==> src/rtl/mem_arbiter_if.sv <==
// Bundles the fetch, data and memory-side handshake signals of the unified memory arbiter.
// The slave modport is the arbiter's view; master is the requester/memory environment view.
interface mem_arbiter_if;
  logic        i_req;
  logic [31:0] i_addr;
  logic        i_ready_n;
  logic [31:0] i_rdata;

  logic        d_req;
  logic        d_write;
  logic [1:0]  d_size;
  logic [31:0] d_addr;
  logic [31:0] d_wdata;
  logic        d_ready_n;
  logic [31:0] d_rdata;

  logic        mem_req;
  logic        mem_write;
  logic [1:0]  mem_size;
  logic [31:0] mem_addr;
  logic [31:0] mem_wdata;
  logic [31:0] mem_rdata;
  logic        mem_ready_n;

  modport slave (
    input  i_req, i_addr, d_req, d_write, d_size, d_addr, d_wdata, mem_rdata, mem_ready_n,
    output i_ready_n, i_rdata, d_ready_n, d_rdata,
    output mem_req, mem_write, mem_size, mem_addr, mem_wdata
  );

  modport master (
    output i_req, i_addr, d_req, d_write, d_size, d_addr, d_wdata, mem_rdata, mem_ready_n,
    input  i_ready_n, i_rdata, d_ready_n, d_rdata,
    input  mem_req, mem_write, mem_size, mem_addr, mem_wdata
  );
endinterface

==> src/rtl/mem_arbiter.sv <==
// Shares one memory port between instruction fetch and data access: data has priority,
// fetch gets a forced grant after STARVE_LIMIT consecutive data grants while it waits.
module mem_arbiter #(
  parameter int unsigned STARVE_LIMIT = 4
) (
  input  logic          clk,
  input  logic          rst,
  mem_arbiter_if.slave  bus
);

  typedef enum logic [1:0] {IDLE, BUSY_I, BUSY_D} state_e;

  localparam logic [3:0] LIMIT = 4'(STARVE_LIMIT);

  state_e      state_q, state_d;
  logic        gap_q, gap_d;
  logic [3:0]  starveCnt_q, starveCnt_d;
  logic        holdWrite_q, holdWrite_d;
  logic [1:0]  holdSize_q, holdSize_d;
  logic [31:0] holdAddr_q, holdAddr_d;
  logic [31:0] holdWdata_q, holdWdata_d;

  logic forceI;
  logic iDone;
  logic dDone;

  assign forceI = (starveCnt_q == LIMIT);

  always_ff @(posedge clk) begin
    if (rst) begin
      state_q     <= IDLE;
      gap_q       <= 1'b0;
      starveCnt_q <= 4'd0;
      holdWrite_q <= 1'b0;
      holdSize_q  <= 2'b00;
      holdAddr_q  <= 32'd0;
      holdWdata_q <= 32'd0;
    end else begin
      state_q     <= state_d;
      gap_q       <= gap_d;
      starveCnt_q <= starveCnt_d;
      holdWrite_q <= holdWrite_d;
      holdSize_q  <= holdSize_d;
      holdAddr_q  <= holdAddr_d;
      holdWdata_q <= holdWdata_d;
    end
  end

  // In IDLE the winner drives the bus directly; gap_q forces one empty cycle after a held transfer.
  always_comb begin
    state_d       = state_q;
    gap_d         = 1'b0;
    holdWrite_d   = holdWrite_q;
    holdSize_d    = holdSize_q;
    holdAddr_d    = holdAddr_q;
    holdWdata_d   = holdWdata_q;
    bus.mem_req   = 1'b0;
    bus.mem_write = 1'b0;
    bus.mem_size  = 2'b00;
    bus.mem_addr  = 32'd0;
    bus.mem_wdata = 32'd0;
    iDone         = 1'b0;
    dDone         = 1'b0;

    case (state_q)
      IDLE: begin
        if (!gap_q) begin
          if (bus.d_req && !forceI) begin
            bus.mem_req   = 1'b1;
            bus.mem_write = bus.d_write;
            bus.mem_size  = bus.d_size;
            bus.mem_addr  = bus.d_addr;
            bus.mem_wdata = bus.d_wdata;
            if (!bus.mem_ready_n) begin
              dDone = 1'b1;
            end else begin
              state_d     = BUSY_D;
              holdWrite_d = bus.d_write;
              holdSize_d  = bus.d_size;
              holdAddr_d  = bus.d_addr;
              holdWdata_d = bus.d_wdata;
            end
          end else if (bus.i_req) begin
            bus.mem_req  = 1'b1;
            bus.mem_addr = bus.i_addr;
            if (!bus.mem_ready_n) begin
              iDone = 1'b1;
            end else begin
              state_d     = BUSY_I;
              holdWrite_d = 1'b0;
              holdSize_d  = 2'b00;
              holdAddr_d  = bus.i_addr;
              holdWdata_d = 32'd0;
            end
          end
        end
      end
      BUSY_I, BUSY_D: begin
        bus.mem_req   = 1'b1;
        bus.mem_write = holdWrite_q;
        bus.mem_size  = holdSize_q;
        bus.mem_addr  = holdAddr_q;
        bus.mem_wdata = holdWdata_q;
        if (!bus.mem_ready_n) begin
          iDone   = (state_q == BUSY_I);
          dDone   = (state_q == BUSY_D);
          state_d = IDLE;
          gap_d   = 1'b1;
        end
      end
      default: state_d = IDLE;
    endcase

    if (rst) begin
      bus.mem_req   = 1'b0;
      bus.mem_write = 1'b0;
      bus.mem_size  = 2'b00;
      bus.mem_addr  = 32'd0;
      bus.mem_wdata = 32'd0;
      iDone         = 1'b0;
      dDone         = 1'b0;
    end
  end

  // Completion pulses and the starvation counter both follow from which owner finished this cycle.
  always_comb begin
    bus.i_ready_n = ~iDone;
    bus.d_ready_n = ~dDone;
    bus.i_rdata   = iDone ? bus.mem_rdata : 32'd0;
    bus.d_rdata   = dDone ? bus.mem_rdata : 32'd0;

    starveCnt_d = starveCnt_q;
    if (iDone) begin
      starveCnt_d = 4'd0;
    end else if (dDone && bus.i_req) begin
      starveCnt_d = (starveCnt_q >= LIMIT) ? LIMIT : starveCnt_q + 4'd1;
    end else if (state_q == IDLE && !bus.i_req) begin
      starveCnt_d = 4'd0;
    end
  end

endmodule

==> src/flat_wrapper.sv <==
// flat-port wrapper written by rule: the top's interface ports become plain ports
module mem_arbiter_flat 
#(
  parameter int unsigned STARVE_LIMIT = 4
)
  (clk, rst, bus_i_req, bus_i_addr, bus_d_req, bus_d_write, bus_d_size, bus_d_addr, bus_d_wdata, bus_mem_rdata, bus_mem_ready_n, bus_i_ready_n, bus_i_rdata, bus_d_ready_n, bus_d_rdata, bus_mem_req, bus_mem_write, bus_mem_size, bus_mem_addr, bus_mem_wdata);
  mem_arbiter_if bus_i ();
  input  logic clk;
  input  logic rst;
  input wire logic [$bits(bus_i.i_req)-1:0] bus_i_req;
  input wire logic [$bits(bus_i.i_addr)-1:0] bus_i_addr;
  input wire logic [$bits(bus_i.d_req)-1:0] bus_d_req;
  input wire logic [$bits(bus_i.d_write)-1:0] bus_d_write;
  input wire logic [$bits(bus_i.d_size)-1:0] bus_d_size;
  input wire logic [$bits(bus_i.d_addr)-1:0] bus_d_addr;
  input wire logic [$bits(bus_i.d_wdata)-1:0] bus_d_wdata;
  input wire logic [$bits(bus_i.mem_rdata)-1:0] bus_mem_rdata;
  input wire logic [$bits(bus_i.mem_ready_n)-1:0] bus_mem_ready_n;
  output wire logic [$bits(bus_i.i_ready_n)-1:0] bus_i_ready_n;
  output wire logic [$bits(bus_i.i_rdata)-1:0] bus_i_rdata;
  output wire logic [$bits(bus_i.d_ready_n)-1:0] bus_d_ready_n;
  output wire logic [$bits(bus_i.d_rdata)-1:0] bus_d_rdata;
  output wire logic [$bits(bus_i.mem_req)-1:0] bus_mem_req;
  output wire logic [$bits(bus_i.mem_write)-1:0] bus_mem_write;
  output wire logic [$bits(bus_i.mem_size)-1:0] bus_mem_size;
  output wire logic [$bits(bus_i.mem_addr)-1:0] bus_mem_addr;
  output wire logic [$bits(bus_i.mem_wdata)-1:0] bus_mem_wdata;
  assign bus_i.i_req = bus_i_req;
  assign bus_i.i_addr = bus_i_addr;
  assign bus_i.d_req = bus_d_req;
  assign bus_i.d_write = bus_d_write;
  assign bus_i.d_size = bus_d_size;
  assign bus_i.d_addr = bus_d_addr;
  assign bus_i.d_wdata = bus_d_wdata;
  assign bus_i.mem_rdata = bus_mem_rdata;
  assign bus_i.mem_ready_n = bus_mem_ready_n;
  assign bus_i_ready_n = bus_i.i_ready_n;
  assign bus_i_rdata = bus_i.i_rdata;
  assign bus_d_ready_n = bus_i.d_ready_n;
  assign bus_d_rdata = bus_i.d_rdata;
  assign bus_mem_req = bus_i.mem_req;
  assign bus_mem_write = bus_i.mem_write;
  assign bus_mem_size = bus_i.mem_size;
  assign bus_mem_addr = bus_i.mem_addr;
  assign bus_mem_wdata = bus_i.mem_wdata;
  mem_arbiter #(.STARVE_LIMIT(STARVE_LIMIT)) u_core (.clk(clk), .rst(rst), .bus(bus_i));
endmodule
==> config.mk <==
export PLATFORM = sky130hd
export DESIGN_NAME = mem_arbiter_flat
export DESIGN_NICKNAME = d
export VERILOG_FILES = /design/src/rtl/mem_arbiter_if.sv /design/src/rtl/mem_arbiter.sv /design/src/flat_wrapper.sv
export SDC_FILE = /design/constraint.sdc
export NUM_CORES = 1
export LEC_CHECK = 0
export BUFFER_PORTS_ARGS = -buffer_cell sky130_fd_sc_hd__buf_2
export CAP_MARGIN = 25
export CORE_MARGIN = 10
export CORE_UTILIZATION = 35
export CTS_CLUSTER_DIAMETER = 50
export DETAILED_ROUTE_END_ITERATION = 12
export PLACE_DENSITY = 0.68
export SETUP_SLACK_MARGIN = 0.4
export SLEW_MARGIN = 0
export SYNTH_ARGS = -nofsm -noshare
export SYNTH_HDL_FRONTEND = slang
export SYNTH_SLANG_ARGS = --single-unit
==> constraint.sdc <==
create_clock -name clk -period 2.3 [get_ports clk]
set_clock_uncertainty 0.15 [all_clocks]
set_input_delay 0.46 -clock clk [delete_from_list [all_inputs] [get_ports clk]]
set_output_delay 0.46 -clock clk [all_outputs]
set_load 0.05 [all_outputs]
==> impl_metrics.ini <==
[run_status]
status = finished, violations left
violations = setup timing

[logic_synthesis]
synth_top_family_by_area = simple AND/OR/NAND/NOR gates
synth-simple-area-share = 0.275
synth_warnings = 0
ys_types = 37
synth_compound_area_frac = 0.181
netlist_area_um2 = 4730
syn_inst = 597
syn_avg_cell_area_um2 = 7.92
synthMuxAreaShare = 0.142
synth-xor-area-share = 0
synthAdderAreaFrac = 0.0159
ys_ff_latch = 74
synth-seq-area-share = 0.313
syn-num-nets = 739

[min_path]
min_path_cells = 3
min_path_type = in -> reg

[grt]
grtUsageTotal = 0.251
first_global_vias = 6507
use_met1 = 0.265
overflow = 0
grt.busiest_layer = met2
met3_usage = 0.0716
grt_pass1_wl_um = 36900
grt_max_degree = 51
grtUsageMet2 = 0.454
antenna_found_initial = 1

[sta]
final_max_slew_viol_count = 0
tightestPinTransition_ns = 0.835
fmax_mhz = 357
min_period_ns = 2.80
fin_crit_sh = 1.22
setup_violations = 134
whs_ns = 0.357
fin_ws_ns = -0.502
finalHoldViolations = 0
fin_setup_tns_ns = -50.47
max_slew_margin = 0.444
rsz0062_at_grt = true

[route]
ant_nets = 0
wl_um = 30700
dr.pass1.iters = 5
wl_per_cell_um = 26.7
num_vias = 6760
viasPerCell = 5.87
drt_iter0_drc = 593
drc_errors = 0

[setup_path]
cp-start-kind = flip-flop
required_ns = 1.69
r2r_cells = 12
arrival_ns = 2.19
max_stage_delay_ns = 0.34
critPathKind = reg -> out
crit_path_top_delay_cell = dfxtp_2
cp_max_fo = 5
end_kind = output port
path_delay_family = buffers and inverters
cp_cell_sequence = inv_2 -> ha_4 -> nand3b_1 -> and2_4 -> buf_6 -> buf_16 -> buf_6 -> mux2i_4 -> o21ai_4 -> buf_6
cp_common_cell = buf_6
crit_cells = 10
path_buf_inv = 5

[power_and_ir_drop]
vdd_drop_max_uv = 602
cellLeakagePower_nw = 4.74
powerDensity_nw_per_um2 = 520

[cells_and_area]
area_delta_synth_final_pct = 141
fill_cells = 579
regArea_um2 = 1490
multi_input_area_um2 = 4610
nNetsFinal = 1111
drive_above_1_share = 0.730
postLayoutCellArea_um2 = 11400
fin_util = 0.860

[clock_tree]
cts_max_level = 3
hold_buffers = 0
clkLatencyLatePin_ns = 0.35
cts_tree = yes
clockBufferDepth = 2
cts_root_buf = clkbuf_16
cts.sinks = 74
clk_transition_reported_paths_ns = 0.06
cts_buffers = 9

[floorplan]
initial_core_util = 0.357
core_um2 = 13200
num_rows = 42
die_x_um = 136
die_h_um = 136
die-area_um2 = 18600
pin_count = 270

[placement]
routabilityCongestion = 0.889
hpwl_um = 14400
dpl_cell_area_um2 = 7960
place_ws_ns = -0.149
portBuffers = 269

[run]
cap_violations = 0
[worst paths after layout]
kind	start	endpoint	slack, ns
setup / recovery	u_core.starveCnt_q[0]$_SDFFE_PP0P_	bus_mem_addr[19]	-0.50
hold / removal	bus_mem_ready_n	u_core.gap_q$_SDFF_PP0_	0.36
setup reg to reg	u_core.starveCnt_q[0]$_SDFFE_PP0P_	u_core.holdAddr_q[19]$_SDFFE_PP0P_	0.01
hold reg to reg	u_core.holdWdata_q[11]$_SDFFE_PP0P_	u_core.holdWdata_q[11]$_SDFFE_PP0P_	0.37
[per-layer routing]
metal  vias to the layer above  wire (µm)
li1                       2864          -
met1                      3280      10700
met2                       487      15600
met3                       129       2770
met4                         0       1620
met5                         -          0
[state kept, by name (all words and copies together) (netlist names)]
signal and count:
u_core.holdWdata_q 32, u_core.holdWrite_q 1, u_core.gap_q 1, u_core.state_q 2, u_core.starveCnt_q 4, u_core.holdSize_q 2, u_core.holdAddr_q 32
[cell families (layout without fill, tap and decap cells)]
family,count (synthesis),count (layout)
AND/OR/NAND/NOR,265,265
AO/OA/AOI/OAI,118,118
flip-flops,74,74
multiplexers,67,67
buffers and inverters,67,443
adder cells (fa/ha/maj),6,6
other,0,2
[worst min-delay path, cell delays in order]
cell and delay, ns:
buf_2 0.13, buf_4 0.16, nor3_1 0.05
[layout by cell type (no fill, tap or decap), types with 31 or more instances in the layout]
cell     count
and2_4      34
buf_2      135
nor2_1      61
o21ai_4     32
nor2_4      39
mux2i_1     31
nand2_1     36
and3_4      33
buf_8      119
buf_4       36
and3_1      35
buf_6       85
dfxtp_1     70
a22oi_2     35
[per-stage QoR]
stage | std cells | power (mW)
6_report | 1151 | 5.92
4_1_cts | 1103 | 5.23
2_1_floorplan | 597 | 2.90
5_1_grt | 1150 | 6.08
3_3_place_gp | 1067 | 3.37
3_5_place_dp | 1067 | 3.42
[repair_timing]
action	in CTS	in global routing
pin swaps	47	75
gates cloned	6	22
setup buffers	15	24
endpoints found under the setup margin	181	205
gates resized for setup	377	193
[area by class of cell]
class / count / share of cell area
inverter: 8 / 0.00319
tap: 176 / 0.0193
multi-input combinational: 456 / 0.405
sequential: 74 / 0.131
clock inverter: 5 / 0.00484
timing repair buffer: 420 / 0.415
antenna: 2 / 0.000440
clock buffer: 10 / 0.0210
[synthesized netlist by cell type, drive strengths merged]
| cell type | number | area, µm² |
|---|---|---|
| o2111a | 1 | 11.3 |
| a21oi | 7 | 35.0 |
| or2 | 2 | 12.5 |
| a2bb2oi | 1 | 8.76 |
| nand3b | 3 | 22.5 |
| nor2 | 108 | 405 |
| o221ai | 1 | 8.76 |
| nand2 | 37 | 139 |
| inv | 8 | 30.0 |
| clkbuf | 27 | 101 |
| nand4bb | 1 | 11.3 |
| nand3 | 3 | 15.0 |
| o31a | 1 | 8.76 |
| mux2i | 67 | 671 |
| a32oi | 1 | 8.76 |
| nand2b | 1 | 6.26 |
| nor2b | 1 | 6.26 |
| a211oi | 32 | 300 |
| and3 | 68 | 425 |
| o21a | 1 | 7.51 |
| nor3 | 4 | 25.0 |
| ha | 6 | 75.1 |
| o211ai | 4 | 30.0 |
| a22oi | 35 | 263 |
| o21ai | 33 | 165 |
| and2b | 1 | 7.51 |
| buf | 32 | 211 |
| a32o | 1 | 10.0 |
| nand4 | 1 | 6.26 |
| dfxtp | 74 | 1480 |
| and2 | 35 | 219 |
[where the power goes]
part	internal [mW]	switching, mW
logic	1.39	1.62
clock network	0.860	0.583
registers	1.38	0.0850
(Power assumes the default switching activity.)
